$ cat src/rtl/uart_alu_sequencer.sv
// Frame sequencer between the UART and the ALU: gathers {opcode, A, B}, runs the ALU,
// and returns {result, status}, flagging inter-byte timeouts and bytes dropped while busy.
module uart_alu_sequencer #(
    parameter int ALU_LAT     = 1,
    parameter int TIMEOUT_CYC = 500000
) (
    input  logic       clk,
    input  logic       rst,
    input  logic [7:0] rx_data,
    input  logic       rx_valid,
    output logic [2:0] alu_op,
    output logic [7:0] alu_a,
    output logic [7:0] alu_b,
    input  logic [7:0] alu_result,
    input  logic [3:0] alu_flags,
    output logic [7:0] tx_data,
    output logic       tx_start,
    input  logic       tx_busy,
    input  logic       tx_done,
    output logic       busy,
    output logic       timeout_err,
    output logic       overrun_err
);

    localparam int LAT_W = (ALU_LAT > 1) ? $clog2(ALU_LAT) : 1;
    localparam int TO_W  = (TIMEOUT_CYC > 1) ? $clog2(TIMEOUT_CYC) : 1;
    localparam logic [LAT_W-1:0] LAT_LAST = LAT_W'(ALU_LAT - 1);
    localparam logic [TO_W-1:0]  TO_LAST  = TO_W'((TIMEOUT_CYC > 0) ? TIMEOUT_CYC - 1 : 0);
    localparam bit TO_EN = (TIMEOUT_CYC > 0);

    typedef enum logic [2:0] {
        S_OP, S_A, S_B, S_EXEC, S_TX0, S_W0, S_TX1, S_W1
    } state_t;

    state_t           state_q, state_d;
    logic [2:0]       op_q, op_d;
    logic [7:0]       a_q, a_d;
    logic [2:0]       alu_op_q, alu_op_d;
    logic [7:0]       alu_a_q, alu_a_d;
    logic [7:0]       alu_b_q, alu_b_d;
    logic [7:0]       res_q, res_d;
    logic [7:0]       stat_q, stat_d;
    logic [LAT_W-1:0] lat_cnt_q, lat_cnt_d;
    logic [TO_W-1:0]  to_cnt_q, to_cnt_d;
    logic [7:0]       tx_data_q, tx_data_d;
    logic             tx_start_q, tx_start_d;
    logic             busy_q, busy_d;
    logic             timeout_err_q, timeout_err_d;
    logic             overrun_err_q, overrun_err_d;
    logic             frame_busy;

    // States that cannot accept a byte: anything after B is latched until the reply is out.
    assign frame_busy = (state_q == S_EXEC) || (state_q == S_TX0) || (state_q == S_W0) ||
                        (state_q == S_TX1)  || (state_q == S_W1);

    always_comb begin
        state_d       = state_q;
        op_d          = op_q;
        a_d           = a_q;
        alu_op_d      = alu_op_q;
        alu_a_d       = alu_a_q;
        alu_b_d       = alu_b_q;
        res_d         = res_q;
        stat_d        = stat_q;
        lat_cnt_d     = lat_cnt_q;
        to_cnt_d      = to_cnt_q;
        tx_data_d     = tx_data_q;
        tx_start_d    = 1'b0;
        timeout_err_d = 1'b0;
        overrun_err_d = overrun_err_q;

        if (rx_valid && frame_busy) begin
            overrun_err_d = 1'b1;
        end

        case (state_q)
            S_OP: begin
                if (rx_valid) begin
                    op_d     = rx_data[7:5];
                    to_cnt_d = '0;
                    state_d  = S_A;
                end
            end
            S_A, S_B: begin
                if (rx_valid) begin
                    to_cnt_d = '0;
                    if (state_q == S_A) begin
                        // A is staged so the ALU operands keep the previous frame until B lands.
                        a_d     = rx_data;
                        state_d = S_B;
                    end else begin
                        alu_a_d   = a_q;
                        alu_b_d   = rx_data;
                        alu_op_d  = op_q;
                        lat_cnt_d = '0;
                        state_d   = S_EXEC;
                    end
                end else if (TO_EN) begin
                    if (to_cnt_q == TO_LAST) begin
                        timeout_err_d = 1'b1;
                        to_cnt_d      = '0;
                        state_d       = S_OP;
                    end else begin
                        to_cnt_d = to_cnt_q + 1'b1;
                    end
                end
            end
            S_EXEC: begin
                if (lat_cnt_q == LAT_LAST) begin
                    res_d   = alu_result;
                    stat_d  = {op_q, 1'b0, alu_flags};
                    state_d = S_TX0;
                end else begin
                    lat_cnt_d = lat_cnt_q + 1'b1;
                end
            end
            S_TX0: begin
                if (!tx_busy) begin
                    tx_data_d  = res_q;
                    tx_start_d = 1'b1;
                    state_d    = S_W0;
                end
            end
            S_W0: begin
                if (tx_done) begin
                    state_d = S_TX1;
                end
            end
            S_TX1: begin
                if (!tx_busy) begin
                    tx_data_d  = stat_q;
                    tx_start_d = 1'b1;
                    state_d    = S_W1;
                end
            end
            S_W1: begin
                if (tx_done) begin
                    state_d = S_OP;
                end
            end
            default: state_d = S_OP;
        endcase

        busy_d = (state_d != S_OP);
    end

    always_ff @(posedge clk) begin
        if (rst) begin
            state_q       <= S_OP;
            op_q          <= '0;
            a_q           <= '0;
            alu_op_q      <= '0;
            alu_a_q       <= '0;
            alu_b_q       <= '0;
            res_q         <= '0;
            stat_q        <= '0;
            lat_cnt_q     <= '0;
            to_cnt_q      <= '0;
            tx_data_q     <= '0;
            tx_start_q    <= 1'b0;
            busy_q        <= 1'b0;
            timeout_err_q <= 1'b0;
            overrun_err_q <= 1'b0;
        end else begin
            state_q       <= state_d;
            op_q          <= op_d;
            a_q           <= a_d;
            alu_op_q      <= alu_op_d;
            alu_a_q       <= alu_a_d;
            alu_b_q       <= alu_b_d;
            res_q         <= res_d;
            stat_q        <= stat_d;
            lat_cnt_q     <= lat_cnt_d;
            to_cnt_q      <= to_cnt_d;
            tx_data_q     <= tx_data_d;
            tx_start_q    <= tx_start_d;
            busy_q        <= busy_d;
            timeout_err_q <= timeout_err_d;
            overrun_err_q <= overrun_err_d;
        end
    end

    assign alu_op      = alu_op_q;
    assign alu_a       = alu_a_q;
    assign alu_b       = alu_b_q;
    assign tx_data     = tx_data_q;
    assign tx_start    = tx_start_q;
    assign busy        = busy_q;
    assign timeout_err = timeout_err_q;
    assign overrun_err = overrun_err_q;

endmodule

$ cat config.mk
export PLATFORM = sky130hd
export DESIGN_NAME = uart_alu_sequencer
export DESIGN_NICKNAME = d
export VERILOG_FILES = /design/src/rtl/uart_alu_sequencer.sv
export SDC_FILE = /design/constraint.sdc
export NUM_CORES = 1
export LEC_CHECK = 0
export CORE_MARGIN = 8
export CORE_UTILIZATION = 49
export CTS_BUF_LIST = sky130_fd_sc_hd__clkbuf_4 sky130_fd_sc_hd__clkbuf_8
export DETAILED_ROUTE_END_ITERATION = 8
export GPL_TIMING_DRIVEN = 0
export PLACE_DENSITY_LB_ADDON = 0.2
export SLEW_MARGIN = 20
export SYNTH_ARGS = -nofsm -noshare
export SYNTH_HDL_FRONTEND = slang
export SYNTH_SLANG_ARGS = --single-unit
export TNS_END_PERCENT = 20
$ cat constraint.sdc
create_clock -name clk -period 1.72 [get_ports clk]
set_input_delay 0.172 -clock clk [delete_from_list [all_inputs] [get_ports clk]]
set_output_delay 0.172 -clock clk [all_outputs]
set_load 0.01 [all_outputs]
-- After elaboration in Yosys (flattened, before gate mapping)
Cells that the tools add are included.
- bits in read-only memories: 0
- output and inout port bits: 31
- register bits: 80
- RAM bits: 0
- bits in latches: 0
- memories kept: 0
- bits of input ports: 25
- logic and storage cells: 78
- equality and inequality tests: 13
- multiplexer cells: 23
- reductions and logical operators: 21
- bitwise operators: 4
- add/subtract/negate cells: 2
- shift operators: 0
- multiply operators: 0
- divide/modulo/power cells: 0
- $lt $le $gt $ge: 0
- operators with widths (operator ; count):
    19-bit 2-to-1 mux ; 3
    19-bit case mux with 2 select lines ; 1
    3-bit 2-to-1 mux ; 8
    3-bit case mux with 7 select lines ; 1
    19-bit by 1-bit adder with 19-bit output, second input constant ; 1
    19-bit == test, second input constant ; 1
    8-bit 2-to-1 mux ; 2
    8-bit case mux with 2 select lines ; 1
    3-bit == test, second input constant ; 4
    3-bit AND reduction ; 4
    2-bit inequality test, second input constant ; 5
    3-bit by 2-bit == test with 1-bit output, second input constant ; 2
    1-bit 2-to-1 mux ; 6
    2-bit AND reduction ; 3
    2-bit nonzero test ; 3
    2-bit OR reduction ; 3
    1-bit logical OR ; 4
    1-bit NOT ; 4
    3-bit by 1-bit == test with 1-bit output, second input constant ; 1
    3-bit logical NOT ; 1
    3-bit nonzero test ; 1
    3-bit OR reduction ; 1
    1-bit case mux with 2 select lines ; 1
    1-bit adder, second input constant ; 1
    1-bit logical AND ; 1

-- Depth between registers and ports, before layout
- depth after elaboration: 6
- gate-level depth with buffers: 8
- gate-level depth less buffers: 6

-- Worst setup path before layout
Ideal clock, no wire load.
- path kind: reg-to-reg
- start point: register to_cnt_q[0]
- end point: register to_cnt_q[18]
- period minus slack after synthesis: 1678 ps
- library setup time: 127 ps
- data required time: 1593 ps
- path buffers: 0
- data arrival time: 1551 ps
- cell stages (with the launch flop): 7
- path slack: 42 ps
- cell sequence: dfxtp_1 ha_1 nand2_1 or2_2 o21ai_1 nor4bb_1 or3_1
- word-level cells in the longest chain between the ends: 4
- elaborated cells between the ends (all ways): 5
- those cells by class: add/sub (1); eq/ne (1); mux (3)
- ends and longest elaborated chain (what ; RTL line ; RTL):
    start: declaration ; 44 ; logic [TO_W-1:0] to_cnt_q, to_cnt_d;
    start signal: assignment ; 174 ; to_cnt_q <= to_cnt_d;
    19-bit by 1-bit adder with 19-bit output / 19-bit == test (equally long branches) ; 104, 99 ;
    19-bit 2-to-1 mux (*) ; 99 ; if (to_cnt_q == TO_LAST) begin
    19-bit 2-to-1 mux (*) ; 85 ; if (rx_valid) begin
    19-bit case mux with 2 select lines (*) ; 76 ; case (state_q)
Every way passes the cells marked *; elsewhere a longest branch is shown, timed or not.
A chain may end at the register's enable or synchronous reset.

-- Worst setup path after layout
- start point: input rst
- end point: register tx_start_q (netlist: tx_start)
- word-level cells in the longest chain between the ends: 1
- ends and longest elaborated chain (what ; RTL line ; RTL):
    start: declaration ; 8 ; input logic rst,
    2-bit OR reduction (no source line) ; -- ;
    end signal: assignment ; 176 ; tx_start_q <= tx_start_d;
    end: declaration ; 46 ; logic tx_start_q, tx_start_d;
Every way passes these cells.

==> run_results.csv <==
group,metric,value,unit
run_status,status,"finished clean",
synth,dominant_cell_type_by_area_after_synthesis,"sky130_fd_sc_hd__dfxtp_1",
power,peakVddDrop,0.574,mV
place,io_buffer_count,55,
setup_path,timing.critical_path.fanout_max,10,
timing,fmax,611,MHz
route,routed_wl,7770,um
timing,fin_hold_ws,0.375,ns
cells_and_area,filler_cell_count,521,
global_routing,grt.overflow.total,0,
global_routing,first_pass_grt_wire_length,13100,um
cells_and_area,multi_input_gate_area_in_the_final_layout,0.00159,mm2
timing,setup_tns_after_final_layout,0,ns
synth,yosysUniqueCellTypes,44,
setup_path,cp_slowest_stage_delay,0.51,ns
timing,finalWorstPathRequiredPeriod,1.64,ns
synth,synth_compound_area_share,12.8,%
setup_path,critPathSlowestCell,"sky130_fd_sc_hd__clkdlybuf4s50_1",
synth,synth_seq_cells,79,
route,drt.antenna.violating_nets,0,
cells_and_area,fin_nets,471,
setup_path,worst_path_required_time,1.93,ns
global_routing,first_global_vias,2747,
synth,synth.yosys.seq_area_share,49.7,%
clock_tree,clk_pin_slew_worst_paths,0.08,ns
route,vias,2808,
place,hpwl,5510,um
global_routing,antenna_found_initial,0,
synth,synth_top_area_share,49.7,%
synth,largest_family_of_logic_cells_by_synthesized_area,"simple AND/OR/NAND/NOR gates",
floorplan,io_pins,56,
setup_path,critical_path_source_type,"input pin",
cells_and_area,mostFrequentLayoutCells,"sky130_fd_sc_hd__nand2_1 (90), sky130_fd_sc_hd__dfxtp_1 (69), sky130_fd_sc_hd__clkdlybuf4s50_1 (55)",
clock_tree,clk_root_buffer_cell,"sky130_fd_sc_hd__clkbuf_8",
route,initialDrtViolationCount,149,
cells_and_area,layout_cell_share_with_drive_strength_beyond_1,13.6,%
clock_tree,postCtsHoldBufs,0,
floorplan,floorplan.rows,29,
timing,timing.final.ws_setup,0.0835,ns
power,p_leak,1.44,nW
clock_tree,cts.sinks,79,
cells_and_area,final_util,65.9,%
setup_path,critical_path.top_delay_family,"buffers and inverters",
global_routing,grt_start_max_net_pins,13,
cells_and_area,ff_latch_area,0.00160,mm2
power,power,3.67,mW
clock_tree,cts_buffers,9,
synth,synth-xor-area-share,4.13,%
synth,syn_inst,376,
clock_tree,clk_path_buf_depth,2,
synth,synth_simple_gate_area_share,25.7,%
cells_and_area,syn_to_final_growth,30.6,%
clock_tree,cts_tree,"done",
timing,final.setup_skew,0.00489,ns
timing,share_of_the_clock_period_used_by_the_worst_path,95.1,%
route,detail_route.wl_per_cell,14.8,um
setup_path,path_cells,"clkdlybuf4s50_1, clkbuf_1, buf_2, clkbuf_1, nor2_1",
route,drc,0,
synth,synthesis.yosys.warnings,0,
synth,mappedNetlistNets,402,
global_routing,grt_util_all_layers,16.5,%
floorplan,die_y,96.6,um
floorplan,coreArea,0.00631,mm2
synth,ys_top_cells_by_area,"sky130_fd_sc_hd__dfxtp_1 (50%), sky130_fd_sc_hd__nand2_1 (11%), sky130_fd_sc_hd__a21oi_1 (7.4%)",
synth,synth_mux_area_share,3.77,%
setup_path,path_common_cell,"sky130_fd_sc_hd__clkbuf_1",
flow_run,drv.max_cap_violation_count,0,
setup_path,timing.critical_path.buf_inv,4,
place,gpl.final_weighted_congestion,0.847,
setup_path,critPathCaptureType,"register",
power,powerDensity,883,mW/mm2
synth,post_synth.cell_area_avg,8.47,um2
synth,async_reset_ff_share,0,%
setup_path,setup.worst_path.class,"in -> reg",
synth,post_synth_instance_area,0.00318,mm2
timing,setup_viol_count_final,0,
floorplan,initial_utilization,50.4,%
route,drtPass1Iterations,4,
setup_path,crit_arrival,1.85,ns
timing,slew-limit-headroom,61.5,%
place,pre_cts_ws,-0.385,ns
route,drt-vias-per-instance,5.35,
timing,report.final.hold_viol_count,0,
timing,worst_pin_slew,0.575,ns
synth,synth-edff-count,0,
clock_tree,cts_htree_levels,3,
timing,grt_setup_unrepaired,"yes",
cells_and_area,antenna_cells,0,
worst_hold_path,path_class_of_the_lowest_slack_min_delay_path,"in -> reg",
synth,synth_flop_cell,"sky130_fd_sc_hd__dfxtp_1",
floorplan,die_area,0.00933,mm2
floorplan,die_x,96.6,um
cells_and_area,commonest_non_fill_non_tap_cell_in_the_layout,"sky130_fd_sc_hd__nand2_1",
clock_tree,worstSkewPairLatency,0.34,ns
synth,synth-adder-area-share,0.393,%
timing,final-max-slew-violation-count,0,
==> metrics by stage <==
step	cell area, um2	std cells
after floorplan	3180	376
after global placement	3830	508
after detailed placement	3830	508
after CTS	4070	523
after global routing	4160	525
final	4160	525
==> sequential cells by signal, indices dropped and copies added (netlist names) <==
register	flops
a_q	8
to_cnt_q	19
stat_q	7
overrun_err	1
res_q	8
alu_a	8
alu_b	8
op_q	3
tx_start	1
alu_op	3
busy	1
state_q	3
tx_data	8
timeout_err	1
==> routing by layer <==
layer	vias to the layer above	track usage (%)	routed length [um]
li1	1424	-	-
met2	51	26.9	3710
met4	0	5.21	89
met1	1327	19.9	3620
met5	-	0	0
met3	6	5.41	352
==> cell type report <==
class	instances	share of cell area [%]
well taps	77	2.32
clock inverters	4	1.17
inverters	5	0.451
flip-flops and latches	79	38.4
clock buffers	10	3.16
plain buffers	18	2.26
multi-input cells	273	38.3
repair buffers	59	14.0
==> path summary, 6_finish.rpt <==
| kind | startpoint | endpoint | slack [ns] | depth (start not counted) |
|---|---|---|---|---|
| setup / recovery | rst | tx_start | 0.08 | 5 |
| hold / removal | alu_result[5] | res_q[5] | 0.38 | 3 |
| setup reg to reg | to_cnt_q[8] | to_cnt_q[18] | 0.08 | 5 |
| hold reg to reg | alu_a[0] | alu_a[0] | 0.45 | 2 |
==> where the power goes <==
part	internal, mW	switching (mW)	total (mW)
clock network	0.669	0.635	1.30
logic	0.202	0.249	0.451
registers	1.88	0.0362	1.92
==> synthesized netlist by cell type (all sizes together), types with 2 or more instances <==
cell and number:
or3 2, and2 3, mux2i 12, or2 4
o221ai 7, nand3 8, a21oi 47, o21ai 3
nor3b 2, nand4 8, nor4bb 2, buf 11
dfxtp 79, nand2 90, xnor2 4, a21o 2
nand2b 3, nor2 32, nor4 4, nor3 10
a31oi 4, xor2 11, and3 4, and4 2
inv 4, clkbuf 8
==> cells by family (layout without fill, tap and decap cells) <==
kind of cell,count (synthesis),count (layout)
simple gates,176,176
flops,79,79
compound gates,69,69
buf+inv,24,96
xor+xnor,15,15
mux,12,12
fa+ha+maj,1,1
==> repair_timing <==
action | CTS | global route
buffers inserted | 1 | 3
endpoints found under the setup margin | 55 | 38
pin swaps | 2 | 9
resized for setup | 13 | 21
==> worst min-delay path: stages <==
cell and delay, ns:
sky130_fd_sc_hd__clkdlybuf4s50_1 0.40, sky130_fd_sc_hd__nand2_1 0.05, sky130_fd_sc_hd__a21oi_1 0.05
Power figures use the tool's default switching activity.
